<file path="config.mk">
export PLATFORM = sky130hd
export DESIGN_NAME = pm32
export DESIGN_NICKNAME = d
export VERILOG_FILES = /design/src/rtl/pm32_pkg.sv /design/src/rtl/pm32_ctrl.sv /design/src/rtl/pm32.sv
export SDC_FILE = /design/constraint.sdc
export NUM_CORES = 1
export LEC_CHECK = 0
export BUFFER_PORTS_ARGS = -buffer_cell sky130_fd_sc_hd__buf_2
export CAP_MARGIN = 30
export CORE_UTILIZATION = 52
export DETAILED_ROUTE_END_ITERATION = 7
export GPL_ROUTABILITY_DRIVEN = 1
export GPL_TIMING_DRIVEN = 0
export MAX_ROUTING_LAYER = met4
export PLACE_DENSITY = 0.77
export SLEW_MARGIN = 20
export SYNTH_ARGS = -nofsm -noshare
export SYNTH_HDL_FRONTEND = slang
export SYNTH_HIERARCHICAL = 1
export SYNTH_SLANG_ARGS = --single-unit
</file>
<file path="constraint.sdc">
create_clock -name clk -period 2.8 [get_ports clk]
set_input_delay 0.28 -clock clk [delete_from_list [all_inputs] [get_ports clk]]
set_output_delay 0.28 -clock clk [all_outputs]
set_load 0.02 [all_outputs]
</file>
<file path="src/rtl/pm32_pkg.sv">
// Shared constants and FSM encoding for the pm32 serial shift-add multiplier.
package pm32_pkg;
    localparam int SIZE  = 32;
    localparam int CNT_W = 6;

    typedef enum logic [1:0] {
        IDLE = 2'd0,
        BUSY = 2'd1,
        DONE = 2'd2
    } state_e;
endpackage

</file>
<file path="src/rtl/pm32_ctrl.sv">
// Sequencer for pm32: IDLE/BUSY/DONE FSM with bit counter, emitting load/shift/finish strobes.
//   state | meaning
//   IDLE  | no operation since reset, waiting for start
//   BUSY  | consuming one multiplier bit per clock
//   DONE  | product valid, done held high, waiting for start
module pm32_ctrl
    import pm32_pkg::*;
(
    input  logic clk,
    input  logic rst,
    input  logic start,
    output logic load_o,
    output logic shift_o,
    output logic finish_o,
    output logic done_o
);
    localparam logic [CNT_W-1:0] LAST_BIT = CNT_W'(SIZE - 1);

    state_e           state_q;
    logic [CNT_W-1:0] cnt_q;
    logic             done_q;

    assign load_o   = !rst && start && (state_q != BUSY);
    assign shift_o  = (state_q == BUSY);
    assign finish_o = shift_o && (cnt_q == LAST_BIT);
    assign done_o   = done_q;

    always_ff @(posedge clk) begin
        if (rst) begin
            state_q <= IDLE;
            cnt_q   <= '0;
            done_q  <= 1'b0;
        end else begin
            case (state_q)
                IDLE, DONE: begin
                    if (start) begin
                        state_q <= BUSY;
                        cnt_q   <= '0;
                        done_q  <= 1'b0;
                    end
                end
                BUSY: begin
                    cnt_q <= cnt_q + 1'b1;
                    if (cnt_q == LAST_BIT) begin
                        state_q <= DONE;
                        done_q  <= 1'b1;
                    end
                end
                default: begin
                    state_q <= IDLE;
                    done_q  <= 1'b0;
                end
            endcase
        end
    end
endmodule

</file>
<file path="src/rtl/pm32.sv">
// Unsigned 32x32 serial-parallel shift-add multiplier, one multiplier bit per clock, LSB first.
module pm32 #(
    parameter int SIZE = pm32_pkg::SIZE
) (
    input  logic                clk,
    input  logic                rst,
    input  logic                start,
    input  logic [SIZE-1:0]     mc,
    input  logic [SIZE-1:0]     mp,
    output logic [2*SIZE-1:0]   p,
    output logic                done
);
    import pm32_pkg::*;

    logic load, shift, finish;

    logic [SIZE-1:0]   mc_q, mc_d;
    logic [SIZE-1:0]   mpsr_q, mpsr_d;
    logic [SIZE:0]     acc_q, acc_d;
    logic [SIZE:0]     sum;
    logic [2*SIZE-1:0] p_q, p_d;

    pm32_ctrl u_ctrl (
        .clk      (clk),
        .rst      (rst),
        .start    (start),
        .load_o   (load),
        .shift_o  (shift),
        .finish_o (finish),
        .done_o   (done)
    );

    // acc_q[SIZE] is always zero after a shift, so the 33-bit sum cannot overflow.
    assign sum = acc_q + {1'b0, (mpsr_q[0] ? mc_q : {SIZE{1'b0}})};

    always_comb begin
        mc_d   = mc_q;
        mpsr_d = mpsr_q;
        acc_d  = acc_q;
        p_d    = p_q;
        if (load) begin
            mc_d   = mc;
            mpsr_d = mp;
            acc_d  = '0;
        end else if (shift) begin
            acc_d  = {1'b0, sum[SIZE:1]};
            mpsr_d = {sum[0], mpsr_q[SIZE-1:1]};
            // Final product is the shifted {acc, multiplier} pair of this last step.
            if (finish) p_d = {sum, mpsr_q[SIZE-1:1]};
        end
    end

    always_ff @(posedge clk) begin
        if (rst) begin
            mc_q   <= '0;
            mpsr_q <= '0;
            acc_q  <= '0;
            p_q    <= '0;
        end else begin
            mc_q   <= mc_d;
            mpsr_q <= mpsr_d;
            acc_q  <= acc_d;
            p_q    <= p_d;
        end
    end

    assign p = p_q;
endmodule

</file>
==> results.txt <==
Status -> finished, violations left
Failing checks -> setup timing
Place WS -> -818.9 ps
Worst Slack Setup Final -> -82.72 ps
Worst ir drop on vdd -> 446.5 uV
Slew @ Worst Pin -> 857.0 ps
Global-route usage over all layers -> 29.56%
Seq pwr share -> 46.7%
Critical path capture point type -> register
Power Dens Cells -> 492.1 mW/mm^2
Critical path fanouts, max -> 6
Pleak -> 0.004570 uW
Final hold vios -> 0
Die height -> 129.8 um
Port Buffers -> 131
Die width -> 129.8 um
Fin util -> 67.71%
H-tree depth -> 4
Vias -> 8183
Yosys warning count -> 6
Wire per inst -> 16.75 um
Nets -> 1323
Total Power -> 5313 uW
Largest family of logic cells by synthesized area -> simple AND/OR/NAND/NOR gates
Hold Startpoint -> mp[6]
Area Growth Syn to Fin -> 27.05%
First-pass iteration count of the detailed router -> 7
Initial DRC count -> 579
Clock tree buffer depth -> 2
Multiplexer share of the synthesized area -> 10.31%
Vias in the first global route -> 7579
Asr flop ratio synth -> 0%
Unrepaired setup endpoints after global routing -> yes
Worst setup path class -> register to register
Row count -> 46
Root Buffer -> clkbuf_16
Slew Limit Headroom -> 42.87%
Mapped Avg Cell Area -> 8.147 sq um
Netlist cell types -> 68
Sw Pwr -> 1356 uW
CTS Sinks -> 168
Layout cells sized above 1 -> 24.37%
Final setup violating endpoints -> 2
Post-Synth XOR/XNOR Area -> 2.062%
Clock Skew -> 7.851 ps
Worst hold stages -> 3
Worst EP arrival -> 3260 ps
Skew-Pair Late Insertion Delay -> 440 ps
Sw Ratio -> 25.53%
Maxcap violations -> 0
Synth Area in Adders -> 5.095%
GP Congestion -> 0.9270
IO Count -> 132
Share of total power in combinational logic -> 8.0%
Cell-internal power -> 3957 uW
Largest net degree at the start of global routing -> 17
# fillers -> 1313
CTS tree -> built
Compound-Gate Fraction of Synth Area -> 15.89%
WHS Endpoint -> mpsr_q[6]
Reg2reg path depth -> 12
Post-synthesis sequential area ratio -> 39.58%
Synthesized area -> 0.008497 sq mm
Setup TNS -> -111.0 ps
Core Area -> 0.01594 sq mm
Initial Util -> 53.30%
Cells after Synth -> 1043
HPWL Detailed -> 17010 um
Number of buffers created by CTS -> 17
Synth Net Count -> 1144
Number of remaining DRC errors -> 0
#FFs+latches synth -> 168
Main synth FF type -> dfxtp_1
Hold crit path type -> input pin to register
Simple-gate share of the synthesized area -> 22.96%
Fmax -> 0.3469 GHz
WL final -> 24340 um
Number of synthesized flops with an enable pin -> 0
Worst R2R Start -> mpsr_q[0]
Share of power burned in the clock network -> 45.2%
Slew Limit Fails -> 0
DRT antenna net count -> 0
Post-CTS Hold Fix Bufs -> 0
Initial antenna violation count -> 0
First-pass GRT wire length -> 37280 um
Reg2reg end -> p[57]
Global route overflow -> 0
Reg2reg setup slack -> -80 ps
CP startpoint kind -> register
Die area -> 0.01686 sq mm
Fin crit share -> 103.0%
Post-layout min period -> 2883 ps
Worst EP required -> 3180 ps
Clock transition at path regs -> 70 ps
Post-DR vias/cell -> 5.632
==> how the worst max path moves through the flow <==
stage                end  slack, ps  startpoint
2_1_floorplan  acc_q[28]         90   mpsr_q[0]
3_3_place_gp       p[53]       -850   mpsr_q[0]
3_5_place_dp       p[53]       -820   mpsr_q[0]
4_1_cts            p[57]        -30   mpsr_q[0]
5_1_grt            p[57]       -150   mpsr_q[0]
6_report           p[57]        -80   mpsr_q[0]
==> metrics by stage <==
stage / instances / hold WS (ps) / cell area, sq um
6_report: 1453 / 67.72 / 10800
3_3_place_gp: 1390 / 441.1 / 9423
3_5_place_dp: 1390 / 443.9 / 9423
5_1_grt: 1451 / 82.56 / 10790
4_1_cts: 1443 / 69.03 / 10450
2_1_floorplan: 1043 / 422.7 / 8497
==> logic make-up after synthesis <==
family                     count (synthesis)
and+or+nand+nor                          427
adders and majority gates                 34
DFF                                      168
xor gates and xnor gates                  20
AOI/OAI and AO/OA                        230
buffers and inverters                     77
muxes                                     87
==> sequential cells by signal, summed over array words and instances, names as in the netlist <==
signal	cells
u_ctrl/done_o	1
u_ctrl/state_q	1
mpsr_q	32
u_ctrl/cnt_q	6
p	64
acc_q	32
mc_q	32
==> what timing repair did <==
action                                  in CTS  in global routing
resized for setup                           65                 65
setup buffers                               21                  8
pin swaps                                   17                 17
cloned                                       1                  0
endpoints found under the setup margin      70                 72
==> power groups by stage <==
stage	Sequential [uW]	Combinational, uW	Clock, uW
floorplan	2520	268	0
global placement	2530	393	0
detailed placement	2530	399	0
CTS	2480	414	2410
global route	2490	464	2510
finish	2480	426	2400
==> synthesized netlist by cell type (9+ instances only) <==
master    instances  area share (%)
or3_1             9            0.66
a21o_1           20             1.8
a21oi_1         136             8.0
nor2_1          148             6.5
dfxtp_1         168              40
nand3_1          23             1.4
nand2_1         141             6.2
clkbuf_1         48             2.1
nand4_1          14             1.0
mux2i_1          83             9.8
nor3_1           17             1.0
a211oi_1          9            0.80
ha_1             33             4.9
xnor2_1          13             1.3
and2_1           35             2.6
buf_1            10            0.44
o21ai_0          22             1.3
==> layer usage <==
metal / part of all wire, % / track usage, %
met1: 43 / 34.94
met2: 47 / 47.53
met3: 5.6 / 6.437
met4: 3.9 / 14.71
met5: 0 / -
==> final cells by class <==
cell class	count	area (sq um)	area share, %
inverter	8	30.03	0.2782
tap	216	270.3	2.503
antenna	2	5.005	0.04636
timing repair buffer	161	888.4	8.229
sequential	168	3367	31.19
clock inverter	14	167.7	1.553
clock buffer	18	429.2	3.975
buffer	68	382.9	3.547
multi-input combinational	798	5255	48.68
==> placed cells by master, fill, tap and decap left out, types with 17 or more instances in the layout <==
master | netlist | layout
ha_1 | 33 | 18
buf_2 | 3 | 132
a21oi_1 | 136 | 120
clkbuf_16 | 0 | 17
nand3_1 | 23 | 22
nand2_1 | 141 | 137
dfxtp_1 | 168 | 167
buf_4 | 3 | 29
a21o_1 | 20 | 20
clkbuf_1 | 48 | 36
and2_1 | 35 | 29
nor2_1 | 148 | 146
mux2i_1 | 83 | 83
==> critical path: stages (launching register included) <==
cell	delay, ps
dfxtp_4	380
clkbuf_8	160
and2_1	170
ha_1	290
buf_6	120
nand2_4	60
nor3_2	220
or4b_4	520
nand3_4	130
a21boi_2	70
o21a_1	220
or4_1	400
nand3_1	80
Power figures use the tool's default switching activity.
